<file path="src/rtl/rssb_seq.sv">
// Run controller for the 1-bit RSSB core: gates core execution, owns the host
// data-memory write port, and runs free or single-steps until halt or watchdog.
module rssb_seq #(
  parameter int IW      = 4,
  parameter int DW      = 4,
  parameter int BW      = 1,
  parameter int HALT_PC = 12,
  parameter int CW      = 8
) (
  input  logic          clk,
  input  logic          rst,
  input  logic          cmd_valid,
  output logic          cmd_ready,
  input  logic [1:0]    cmd_op,
  input  logic [DW-1:0] cmd_addr,
  input  logic [BW-1:0] cmd_data,
  input  logic [IW-1:0] core_pc,
  output logic          core_ena,
  output logic          dm_we,
  output logic [DW-1:0] dm_addr,
  output logic [BW-1:0] dm_wdata,
  output logic          busy,
  output logic          done,
  output logic          timeout,
  output logic [CW-1:0] cyc_cnt
);

  typedef enum logic [1:0] {S_IDLE, S_RUN, S_STEP} state_e;

  localparam logic [1:0]    OP_LOAD  = 2'b00;
  localparam logic [1:0]    OP_RUN   = 2'b01;
  localparam logic [1:0]    OP_STEP  = 2'b10;
  localparam logic [1:0]    OP_ABORT = 2'b11;
  localparam logic [CW-1:0] CYC_MAX  = '1;
  localparam logic [IW-1:0] HALT     = IW'(HALT_PC);

  state_e        state_q, state_d;
  logic          core_ena_q, core_ena_d;
  logic          dm_we_q, dm_we_d;
  logic [DW-1:0] dm_addr_q, dm_addr_d;
  logic [BW-1:0] dm_wdata_q, dm_wdata_d;
  logic          busy_q, busy_d;
  logic          done_q, done_d;
  logic          timeout_q, timeout_d;
  logic [CW-1:0] cyc_q, cyc_d;
  logic [CW-1:0] cyc_inc;
  logic          accept, at_halt;

  assign cmd_ready = (state_q == S_IDLE) | (cmd_op == OP_ABORT);
  assign accept    = cmd_valid & cmd_ready;
  assign cyc_inc   = (cyc_q == CYC_MAX) ? cyc_q : cyc_q + 1'b1;
  assign at_halt   = (core_pc == HALT);

  always_comb begin
    state_d    = state_q;
    core_ena_d = core_ena_q;
    dm_we_d    = 1'b0;
    dm_addr_d  = dm_addr_q;
    dm_wdata_d = dm_wdata_q;
    done_d     = done_q;
    timeout_d  = timeout_q;
    cyc_d      = cyc_q;
    unique case (state_q)
      S_IDLE: begin
        core_ena_d = 1'b0;
        if (accept) begin
          unique case (cmd_op)
            OP_LOAD: begin
              dm_we_d    = 1'b1;
              dm_addr_d  = cmd_addr;
              dm_wdata_d = cmd_data;
            end
            OP_RUN: begin
              state_d    = S_RUN;
              core_ena_d = 1'b1;
              cyc_d      = '0;
              done_d     = 1'b0;
              timeout_d  = 1'b0;
            end
            OP_STEP: begin
              state_d    = S_STEP;
              core_ena_d = 1'b1;
              done_d     = 1'b0;
            end
            default: ;
          endcase
        end
      end
      S_RUN: begin
        if (core_ena_q) begin
          cyc_d = cyc_inc;
          // Halt has priority over the watchdog when both land on one edge.
          if (at_halt) begin
            state_d    = S_IDLE;
            core_ena_d = 1'b0;
            done_d     = 1'b1;
          end else if (cyc_inc == CYC_MAX) begin
            state_d    = S_IDLE;
            core_ena_d = 1'b0;
            done_d     = 1'b1;
            timeout_d  = 1'b1;
          end
        end
        if (accept && cmd_op == OP_ABORT) begin
          state_d    = S_IDLE;
          core_ena_d = 1'b0;
        end
      end
      S_STEP: begin
        if (core_ena_q) begin
          cyc_d = cyc_inc;
          if (at_halt) done_d = 1'b1;
        end
        state_d    = S_IDLE;
        core_ena_d = 1'b0;
      end
      default: begin
        state_d    = S_IDLE;
        core_ena_d = 1'b0;
      end
    endcase
    busy_d = (state_d != S_IDLE);
  end

  always_ff @(posedge clk) begin
    if (!rst) begin
      state_q    <= S_IDLE;
      core_ena_q <= 1'b0;
      dm_we_q    <= 1'b0;
      dm_addr_q  <= '0;
      dm_wdata_q <= '0;
      busy_q     <= 1'b0;
      done_q     <= 1'b0;
      timeout_q  <= 1'b0;
      cyc_q      <= '0;
    end else begin
      state_q    <= state_d;
      core_ena_q <= core_ena_d;
      dm_we_q    <= dm_we_d;
      dm_addr_q  <= dm_addr_d;
      dm_wdata_q <= dm_wdata_d;
      busy_q     <= busy_d;
      done_q     <= done_d;
      timeout_q  <= timeout_d;
      cyc_q      <= cyc_d;
    end
  end

  assign core_ena = core_ena_q;
  assign dm_we    = dm_we_q;
  assign dm_addr  = dm_addr_q;
  assign dm_wdata = dm_wdata_q;
  assign busy     = busy_q;
  assign done     = done_q;
  assign timeout  = timeout_q;
  assign cyc_cnt  = cyc_q;

endmodule

</file>
<file path="config.mk">
export PLATFORM = sky130hd
export DESIGN_NAME = rssb_seq
export DESIGN_NICKNAME = d
export VERILOG_FILES = /design/src/rtl/rssb_seq.sv
export SDC_FILE = /design/constraint.sdc
export NUM_CORES = 1
export LEC_CHECK = 0
export CORE_MARGIN = 5
export CORE_UTILIZATION = 47
export DETAILED_ROUTE_END_ITERATION = 10
export PLACE_DENSITY = 0.78
export SLEW_MARGIN = 20
export SYNTH_ARGS = -nofsm -noshare
export SYNTH_HDL_FRONTEND = slang
export SYNTH_SLANG_ARGS = --single-unit
</file>
<file path="constraint.sdc">
create_clock -name clk -period 2.5 [get_ports clk]
set_input_delay 0.5 -clock clk [delete_from_list [all_inputs] [get_ports clk]]
set_output_delay 0.5 -clock clk [all_outputs]
set_load 0.05 [all_outputs]
</file>
# After elaboration in Yosys (flattened, before gate mapping)
# Index checks and enable logic that the tools add are counted.
[totals] regBits=20 output_inout_bits=19 word_cells=77
[classes] add_sub_neg=1 n_eq_ne=18 muxes=33 n_bitwise=2 n_reduce_logical=14
[ops] operator="$mux W8" n=4
[ops] operator="$mux W1" n=18
[ops] operator="$eq A8 B8 Y1 const B" n=2
[ops] operator="$pmux W8 S2" n=1
[ops] operator="$ne A2 B2 Y1 const B" n=7
[ops] operator="$mux W2" n=5
[ops] operator="$add A8 B1 Y8 const B" n=1
[ops] operator="$pmux W2 S2" n=2
[ops] operator="$reduce_and A7 Y1" n=1
[ops] operator="$eq A2 B2 Y1 const B" n=3
[ops] operator="$reduce_and A3 Y1" n=2
[ops] operator="$reduce_and A6 Y1" n=1
[ops] operator="$reduce_bool A2 Y1" n=3
[ops] operator="$eq A2 B1 Y1 const B" n=2
[ops] operator="$eq A4 B4 Y1 const B" n=1
[ops] operator="$logic_not A2 Y1" n=2
[ops] operator="$ne A2 B1 Y1 const B" n=2
[ops] operator="$pmux W1 S2" n=2
[ops] operator="$reduce_and A4 Y1" n=1
[ops] operator="$reduce_or A2 Y1" n=2
[ops] operator="$ne A3 B3 Y1 const B" n=1
[ops] operator="$pmux W1 S3" n=1
[ops] operator="$reduce_bool A3 Y1" n=1
[ops] operator="$and A1 B1 Y1" n=1
[ops] operator="other kinds (2)" n=2

# Longest topological paths before layout
# Gate-level depths: netlist of run 1.
[depth] ltp_word=9 depth_mapped=9 depth_no_buf=7

# Least setup slack after synthesis of run 1
# OpenSTA, ideal clock, no wires.
[synth_path] kind="reg2reg" startpoint="register cyc_q[1] (netlist: cyc_cnt[1])" endpoint="register state_q[1]" setup_time_ns=0.116 arrival_ns=2.597 t_required_ns=2.384 slack_ns=-0.213 stages_incl_launch_ff=8 path_buffers=0 period_less_slack_ns=2.713 path_cell_list="dfxtp_1 > ha_1 > nand2_1 > mux2_2 > a311o_1 > o41ai_1 > a21oi_1 > a31o_2"
[synth_between] elab_chain_cells=8 word_cells_on_any_way=9
[synth_lines] element="start, declared" line="45" source="logic [CW-1:0] cyc_q, cyc_d;"
[synth_lines] element="start signal, assigned" line="145" source="cyc_q <= cyc_d;"
[synth_lines] element="$add A8 B1 Y8 or $eq A8 B8 Y1 (tied branches)" line="51" source="assign cyc_inc = (cyc_q == CYC_MAX) ? cyc_q : cyc_q + 1'b1;"
[synth_lines] element="$mux W8 (*)" line="51"
[synth_lines] element="$eq A8 B8 Y1 (*)" line="97" source="end else if (cyc_inc == CYC_MAX) begin"
[synth_lines] element="$mux W2 (*)" line="97"
[synth_lines] element="$mux W2 (*)" line="93" source="if (at_halt) begin"
[synth_lines] element="$mux W2 (*)" line="90" source="if (core_ena_q) begin"
[synth_lines] element="$mux W2 (*)" line="104" source="if (accept && cmd_op == OP_ABORT) begin"
[synth_lines] element="$pmux W2 S2 (*)" line="63" source="unique case (state_q)"
[synth_lines] element="end signal, assigned" line="137" source="state_q <= state_d;"
[synth_lines] element="end, declared" line="37" source="state_e state_q, state_d;"
# Every way passes the cells marked *; elsewhere a longest branch is shown, timed or not.
# A chain may end at the register's enable or synchronous reset.

# Worst setup path in the final report of run 1
[layout_path] startpoint="register cyc_q[0] (netlist: cyc_cnt[0])" endpoint="register timeout_q (netlist: timeout)"
[layout_between] elab_chain_cells=5 word_cells_on_any_way=6
[layout_lines] element="$add A8 B1 Y8 or $eq A8 B8 Y1 (tied branches)" line="51"
[layout_lines] element="$mux W8 (*)" line="51"
[layout_lines] element="$eq A8 B8 Y1 (*)" line="97"
[layout_lines] element="$ne A2 B2 Y1 (no line) (*)"
[layout_lines] element="$reduce_and A6 Y1 (no line) (*)"
[layout_lines] element="end signal, assigned" line="144" source="timeout_q <= timeout_d;"
[layout_lines] element="end, declared" line="44" source="logic timeout_q, timeout_d;"
# Marks and branches as above.

==> impl_metrics.ini, run 1 <==
[place]
dp.final_hpwl_mm = 2.23
placedCellCount = 208
place_area_um2 = 1590
io_buffer_count = 32
gp_congestion = 0.833

[pwr]
combPwrFrac_pct = 19.1
p_switching_w = 0.000201
swShare_pct = 26.9
vdd_ir_drop_max_mv = 0.407
leakagePower_nw = 0.673
p_int_w = 0.000548
clockPowerShare_pct = 36.8
seqPwrFrac_pct = 44.2
p_per_area_nw_per_um2 = 456

[cts]
clk_pin_slew_ns = 0.12
cts.sinks = 20
post-cts-setup-buffers = 0
cts_buffers = 3
cts_resized = 0
insertion_delay_ns = 0.32
cts_tree = built
clockBufferDepth = 2
cts_root_buf = clkbuf_4
h-tree-depth = 1
ctsHoldBuffers = 0

[floorplan]
ioPinCount = 33
fp.dieW_um = 60.6
coreArea_um2 = 2450
dieArea_um2 = 3680
die_h_um = 60.6
start_util_pct = 49.1
rows = 18

[timing]
fmax_ghz = 0.413
max-slew-margin-rel_pct = 66.0
rsz0062_at_grt = no
report.final.hold_viol_count = 0
slew_violations = 0
setup_viol = 0
skew_ns = 0.00309
min_period_ns = 2.42
worst_pin_slew_ns = 0.508
layout_worst_path_cycle_share_pct = 96.9

[grt]
grt_max_degree = 15
antenna_found_initial = 0
grt_pass1_vias = 1166
grt_use_total_pct = 18.4
grt_pass1_wl_mm = 5.15
gr-total-overflow = 0

[cells_and_area]
syn2layout_area_growth_pct = 36.3
stdcell_count = 212
multiInputGateArea_um2 = 739
largest_register_ff_count = 8
fin_area_um2 = 1640
final_layout_size_suffix_gt1_share_pct = 11.0
fin_nets = 206
n_antenna_cell = 0
final_cell_mix = 31 x clkdlybuf4s50_1, 17 x dfxtp_1, 14 x nand2_1, 14 x nor2_1
final_common_cell = clkdlybuf4s50_1
post-route-util_pct = 66.9
fillCellCount = 204
regArea_um2 = 409

[setup_path]
r2r-end = timeout
r2r-start = cyc_cnt[0]
crit_fanout = 5
worstPathRequired_ns = 2.77
cp-end-kind = flop
cp-start-kind = flop
crit_path_end = timeout
reg2reg_slack_ns = 0.08
crit_type = flop to flop
ff2ff_path_depth = 7
startpoint = cyc_cnt[0]
worst_ep_arrival_time_ns = 2.70

[status]
status = finished clean

[synth]
syn_area_um2 = 1200
yosysUniqueCellTypes = 37
ys_seq_area_share_pct = 33.2
yosysWarnings = 0
yosys-top-cells-area = dfxtp_1 33%, ha_1 9.3%, mux2i_1 7.5%, nand2_1 4.4%, nor2_1 4.4%
yosysTopAreaCell = dfxtp_1
syn_inst = 146
ys_ff_latch = 20
avgSynthCellArea_um2 = 8.25
async_flop_share_pct = 0
yosys.area.top_type_share_pct = 33.2
synth_fp_nets = 169
ys.flop_type = dfxtp_1
synth-edff-count = 0

[worst_hold_path]
hp-class = flop to flop

[routing]
first_iter_violations = 69
detail_route.wl_per_cell_um = 14.0
via_per_inst = 5.84
ant_nets = 0
drt-pass1-iter-count = 4
vias = 1238
finalWirelength_mm = 2.97
route.detailed.drc = 0

[flow_run]
drv_cap = 0
## cell usage after synthesis, types with 3 or more instances
master	n
a211oi_1	4
a21oi_1	9
a31oi_1	4
clkbuf_1	5
dfxtp_1	20
ha_1	9
inv_1	9
mux2i_1	9
nand2_1	14
nand3_1	6
nand4_1	3
nor2_1	14
o21a_1	3
o21ai_0	7
## per-stage QoR
step | setup slack (ns) | power [W] | hold slack (ns) | TNS, ns
finish | 0.0786 | 0.000749 | 0.474 | 0
CTS | 0.0738 | 0.000759 | 0.483 | 0
global placement | 0.177 | 0.000477 | 0.448 | 0
detailed placement | 0.127 | 0.000480 | 0.465 | 0
global route | 0.00137 | 0.000787 | 0.523 | 0
floorplan | -0.00868 | 0.000425 | 0.618 | -0.00868
## how the worst min path moves through the flow
stage,from,depth (start not counted),endpoint,slack [ns]
6_report,done,2,done,0.47
5_1_grt,done,2,done,0.52
4_1_cts,done,2,done,0.48
3_5_place_dp,done,2,done,0.46
3_3_place_gp,done,2,done,0.45
2_1_floorplan,state_q[0],3,state_q[0],0.62
## layout make-up
class                      count  share of cell area [%]
clock inverter                 1                    1.83
sequential                    20                    24.9
inverter                       9                    2.06
multi-input combinational    110                    45.0
clock buffer                   3                    1.37
tap                           30                    2.28
timing repair buffer          39                    22.5
## power by group through the flow
stage	clock network, W	logic, W	registers [W]
global placement	0	0.000140	0.000337
floorplan	0	0.0000650	0.000359
detailed placement	0	0.000142	0.000338
global route	0.000298	0.000156	0.000333
finish	0.000276	0.000143	0.000331
CTS	0.000285	0.000143	0.000331
## cell families after synthesis
family                     after synthesis  share of synthesized area, %
and+or+nand+nor                         47                          17.9
AOI/OAI and AO/OA                       42                          24.0
DFF                                     20                          33.2
buffers and inverters                   16                          5.40
muxes                                   11                          9.35
adders and majority gates               10                          10.2
## critical path: stages, from the launching register on
cell,delay [ns]
dfxtp_4,0.37
ha_1,0.21
nand2_1,0.07
mux2_2,0.32
a311o_1,0.37
or4_1,0.57
nor4_1,0.30
o211a_1,0.16
## layer usage
metal	wire [um]	track usage, %	vias up	part of all wire (%)
li1	-	-	603	-
met3	216	3.62	7	7.3
met2	1360	28.9	52	46
met5	0	0	-	0
met4	66	10.8	0	2.2
met1	1330	23.3	576	45
Power figures use the tool's default switching activity.
==> inputs of run 2 (changes only) <==
--- a/config.mk
+++ b/config.mk
@@ -9,6 +9,7 @@
 export CORE_UTILIZATION = 47
 export DETAILED_ROUTE_END_ITERATION = 10
 export PLACE_DENSITY = 0.78
+export REMOVE_ABC_BUFFERS = 1
 export SLEW_MARGIN = 20
 export SYNTH_ARGS = -nofsm -noshare
 export SYNTH_HDL_FRONTEND = slang
==> run 2 against run 1 <==
  * Non-clock buffer count is 1 higher
  * Final area hardly changed
  * Routed wire length is 2.1% lower
  * Sequential power hardly changed
  * Worst hold slack worse by 0.0049 ns
  * Global-route usage is 0.57 points lower
  * Sequential share of layout area is 0.44 points lower
  * Largest power group unchanged
  * First-iteration DRC count is 62% lower
  * Critical path depth stayed put
  * Fmax is 2.5% higher
==> impl_metrics.ini, run 2 (same netlist as run 1, synthesis figures left out) <==
[setup_path]
cp-start-kind = flop
cpPeakStageDelay_ns = 0.56
cp-end-kind = flop
worstPathRequired_ns = 2.76
crit_fanout = 5
cp_slowest_cell = or4_4
worst_ep_arrival_time_ns = 2.62
crit_chain = ha_1 > nand2_1 > mux2_2 > a311o_1 > or4_4 > nor4_2 > o211a_1
crit_type = flop to flop

[cts]
clk_pin_slew_ns = 0.12
cts_root_buf = clkbuf_4
h-tree-depth = 1
cts_buffers = 3
cts_tree = built
insertion_delay_ns = 0.30
clockBufferDepth = 2
ctsHoldBuffers = 0
cts.sinks = 20

[routing]
detail_route.wl_per_cell_um = 13.7
drt-pass1-iter-count = 4
via_per_inst = 5.70
finalWirelength_mm = 2.91
vias = 1215
ant_nets = 0
first_iter_violations = 26
route.detailed.drc = 0

[floorplan]
dieArea_um2 = 3680
ioPinCount = 33
die_h_um = 60.6
fp.dieW_um = 60.6
start_util_pct = 49.1
coreArea_um2 = 2450
rows = 18

[place]
dp.final_hpwl_mm = 2.30
gp_congestion = 0.825
io_buffer_count = 32
place_area_um2 = 1590

[cells_and_area]
largest_register_ff_count = 8
final_common_cell = clkdlybuf4s50_1
final_layout_size_suffix_gt1_share_pct = 12.0
fin_nets = 207
n_antenna_cell = 0
post-route-util_pct = 66.9
syn2layout_area_growth_pct = 36.2
final_cell_mix = 31 x clkdlybuf4s50_1, 19 x dfxtp_1, 14 x nand2_1, 14 x nor2_1
fin_area_um2 = 1640

[timing]
layout_worst_path_cycle_share_pct = 94.5
report.final.hold_viol_count = 0
fmax_ghz = 0.423
rsz0062_at_grt = no
setup_viol = 0
slew_violations = 0
worst_pin_slew_ns = 0.504
skew_ns = 0.000559
min_period_ns = 2.36
max-slew-margin-rel_pct = 66.3

[pwr]
p_per_area_nw_per_um2 = 407
p_switching_w = 0.000192
clockPowerShare_pct = 28.9
p_int_w = 0.000476
p_total_w = 0.000668
seqPwrFrac_pct = 49.8
vdd_ir_drop_max_mv = 0.323
leakagePower_nw = 0.671
combPwrFrac_pct = 21.3
swShare_pct = 28.7

[status]
status = finished clean

[grt]
grt_max_degree = 15
gr-total-overflow = 0
antenna_found_initial = 0
grt_use_total_pct = 17.8
grt_pass1_vias = 1208
grt_pass1_wl_mm = 5.04

[flow_run]
drv_cap = 0

[worst_hold_path]
hp-class = flop to flop
==> run 2: cell types whose count changed in the layout (fill, tap and decap cells not counted), sizes merged <==
cell / delta
buf: +1
clkbuf: +1
bufinv: -1
==> run 2: timing repair <==
action | 4_1_cts | 5_1_grt
resized for setup | 0 | 4
endpoints found under the setup margin | 0 | 1
buffers inserted | 0 | 0
==> run 2: through the flow <==
stage / hold WS, ns / setup TNS [ns] / setup slack (ns) / std cells
final: 0.469 / 0 / 0.139 / 213
after global routing: 0.509 / 0 / 0.00711 / 213
after CTS: 0.475 / 0 / 0.0810 / 213
after detailed placement: 0.458 / 0 / 0.107 / 209
after global placement: 0.447 / 0 / 0.177 / 209
after floorplan: 0.618 / -1.03 / -0.213 / 139
==> run 2: path summary, 6_finish.rpt <==
| path | start | end | slack, ns | depth (start not counted) |
|---|---|---|---|---|
| max reg2reg | cyc_cnt[0] | timeout | 0.14 | 7 |
| max | cyc_cnt[0] | timeout | 0.14 | 7 |
| min | done | done | 0.47 | 2 |
| min reg2reg | done | done | 0.47 | 2 |
==> run 2: critical path, delay by kind of cell, from the launching register on <==
| kind | cells | cell delay, ns |
|---|---|---|
| multiplexers | 1 | 0.33 |
| AND/OR/NAND/NOR | 3 | 0.90 |
| adder cells (fa/ha/maj) | 1 | 0.21 |
| AO/OA/AOI/OAI | 2 | 0.53 |
| flip-flops | 1 | 0.36 |
==> run 2: layer usage <==
| metal | vias to the layer above | GRT usage [%] | share of wire [%] |
|---|---|---|---|
| met5 | - | 0 | 0 |
| met4 | 0 | 8.98 | 1.1 |
| met3 | 4 | 3.83 | 3.6 |
| met2 | 21 | 31.6 | 53 |
| met1 | 582 | 19.9 | 42 |
| li1 | 608 | - | - |
==> run 2: cell type report <==
type	count	area, um^2
well taps	30	37.5
fillers	207	813
flip-flops and latches	20	402
inverters	9	33.8
multi-input cells	110	754
clock buffers	4	36.3
repair buffers	40	378
==> run 2: power groups by stage <==
stage / combinational (W) / sequential, W / clock (W)
finish: 0.000142 / 0.000333 / 0.000193
global route: 0.000156 / 0.000335 / 0.000216
floorplan: 0.0000616 / 0.000361 / 0
detailed placement: 0.000142 / 0.000340 / 0
global placement: 0.000140 / 0.000339 / 0
CTS: 0.000143 / 0.000333 / 0.000199
==> variant (settings of run 2) <==
The 3 states of `state_e` get a one-hot encoding in 3 bits.
--- a/src/rtl/rssb_seq.sv
+++ b/src/rtl/rssb_seq.sv
@@ -25,7 +25,7 @@
   output logic [CW-1:0] cyc_cnt
 );
 
-  typedef enum logic [1:0] {S_IDLE, S_RUN, S_STEP} state_e;
+  typedef enum logic [2:0] {S_IDLE = 3'b001, S_RUN = 3'b010, S_STEP = 3'b100} state_e;
 
   localparam logic [1:0]    OP_LOAD  = 2'b00;
   localparam logic [1:0]    OP_RUN   = 2'b01;
Behaviour: same outputs for any inputs over 10 cycles, from zero or initial values and one cycle with rst low; not proved beyond that.
==> variant against run 2 <==
- count of clock-buffer cells in the layout unchanged
- cell area is 3.0% higher
- area after synthesis up 7.9%
- total power fell by 1.6%
- core utilization decreased by 4.5 points
- sequential cell count up 1
- wire length grew 15%
- worst setup slack better by 0.084 ns
==> variant: results (changes against run 2) <==
\begin{tabular}{lr}
\hline
Metric & Value \\
\hline
\multicolumn{2}{l}{\textbf{Status}} \\
\quad Run status & completed \\
\multicolumn{2}{l}{\textbf{Setup path}} \\
\quad Worst reg-to-reg path cell count & 6 (-1) \\
\quad R2r setup slk & 0.40 ns (+0.26 ns) \\
\quad Library cell contributing the largest single delay on the critical path & sky130\_fd\_sc\_hd\_\_clkdlybuf4s50\_1 \\
\quad Largest fanout on the critical path & 13 (+8) \\
\quad Arrival time of the worst setup path & 1.78 ns (-0.84 ns) \\
\quad Critical path capture point & cyc\_cnt[5] \\
\quad Cell family contributing the most delay on the critical path & buffers and inverters \\
\quad Capture instance of the worst register-to-register path & busy\$\_SDFF\_PN0\_ \\
\quad Worst setup path class & flip-flop to primary output \\
\quad Setup crit start & cyc\_cnt[5]\$\_SDFFE\_PN0P\_ \\
\quad Crit path largest cell delay & 0.88 ns (+0.32 ns) \\
\multicolumn{2}{l}{\textbf{Finish}} \\
\quad Ratio of cells with drive above 1 in the final layout & 0.119 (-0.00105) \\
\quad ANT cells & 0 (unchanged) \\
\quad Final net count & 213 (+2.9\%) \\
\multicolumn{2}{l}{\textbf{Hold path}} \\
\quad Hold WC Path Type & flip-flop to flip-flop \\
\quad Hold Startpoint & dm\_addr[1]\$\_SDFFE\_PN0P\_ \\
\multicolumn{2}{l}{\textbf{CTS}} \\
\quad Clock-pin slew of the registers on the worst-case setup and hold paths & 0.11 ns \\
\multicolumn{2}{l}{\textbf{Timing}} \\
\quad Worst clock skew & 0.00130 ns (+0.000743 ns) \\
\quad Max transition margin & 0.614 (-0.0484) \\
\multicolumn{2}{l}{\textbf{Routing}} \\
\quad Vias & 1304 (+7.3\%) \\
\quad Average wire per cell in the routed design & 15.0 microns (+9.6\%) \\
\quad Initial detailed-routing violation count & 39 (+50\%) \\
\multicolumn{2}{l}{\textbf{Place}} \\
\quad HPWL after detailed placement & 2.60 mm (+13\%) \\
\quad GPL Wtd Cong & 0.910 (+10\%) \\
\multicolumn{2}{l}{\textbf{GRT}} \\
\quad Wire length of the first global-routing pass & 5.82 mm (+15\%) \\
\quad Global routing usage summed across all routing layers & 0.179 (+0.00128) \\
\multicolumn{2}{l}{\textbf{Synth}} \\
\quad Top cells by instance count after synthesis & 21 x sky130\_fd\_sc\_hd\_\_dfxtp\_1, 20 x sky130\_fd\_sc\_hd\_\_nand2\_1, 8 x sky130\_fd\_sc\_hd\_\_a21oi\_1 \\
\quad Share of synthesized flip-flops with an asynchronous set or reset & 0 (unchanged) \\
\quad Synthesized area per cell & 8.18 sq um (-0.93\%) \\
\quad Top area cells in the synthesized netlist & sky130\_fd\_sc\_hd\_\_dfxtp\_1 32\%, sky130\_fd\_sc\_hd\_\_nand2\_1 5.8\%, sky130\_fd\_sc\_hd\_\_ha\_1 4.8\% \\
\quad Seq/Total Area, Yosys & 0.323 (-0.00891) \\
\quad Count of cell types in the netlist & 53 (+43\%) \\
\multicolumn{2}{l}{\textbf{Power}} \\
\quad Total leakage power & 0.000612 uW (-8.8\%) \\
\quad Worst IR drop on VDD & 349 uV (+8.1\%) \\
\hline
\end{tabular}
[variant: cells by family (layout without fill, tap and decap cells)]
group	count (synthesis)	after routing	share of synthesized area
buffers and inverters	12	46	0.0414
AOI/OAI and AO/OA	47	47	0.255
muxes	1	1	0.00770
xor gates and xnor gates	1	1	0.00674
DFF	21	21	0.323
and+or+nand+nor	72	72	0.318
adders and majority gates	5	5	0.0481
[variant: report_power, final]
group          internal [uW]  switching (uW)
Combinational           61.1            76.9
Clock                   62.5             104
Sequential               345            8.64
[variant: stage by stage]
| stage | cell area (sq um) | utilization | std cells | setup slack (ns) | hold WS, ns |
|---|---|---|---|---|---|
| after floorplan | 1270 | - | 154 | 0.187 | 0.621 |
| after global placement | 1660 | 0.614 | 220 | 0.383 | 0.443 |
| after detailed placement | 1660 | 0.614 | 220 | 0.322 | 0.451 |
| after CTS | 1690 | 0.624 | 224 | 0.225 | 0.467 |
| after global routing | 1690 | 0.624 | 224 | 0.172 | 0.480 |
| final | 1690 | 0.624 | 224 | 0.222 | 0.463 |
[variant: area by class of cell]
| class | count | area (sq um) |
|---|---|---|
| fillers | 234 | 1020 |
| well taps | 31 | 38.8 |
| multi-input cells | 126 | 826 |
| repair buffers | 35 | 353 |
| clock buffers | 4 | 26.3 |
| inverters | 7 | 26.3 |
| flip-flops and latches | 21 | 420 |
[variant: worst register-to-register path, delay by kind of cell (launching register included)]
family / cells / cell delay, ns
DFF: 1 / 0.47
adders and majority gates: 1 / 0.28
and+or+nand+nor: 4 / 1.08
AOI/OAI and AO/OA: 1 / 0.18
[variant: metal layers]
metal | wire length (microns) | track usage | vias to the layer above
met5 | 0 | 0 | -
met4 | 47 | 0.0690 | 0
met3 | 183 | 0.0486 | 6
met2 | 1740 | 0.321 | 37
met1 | 1390 | 0.199 | 600
li1 | - | - | 661
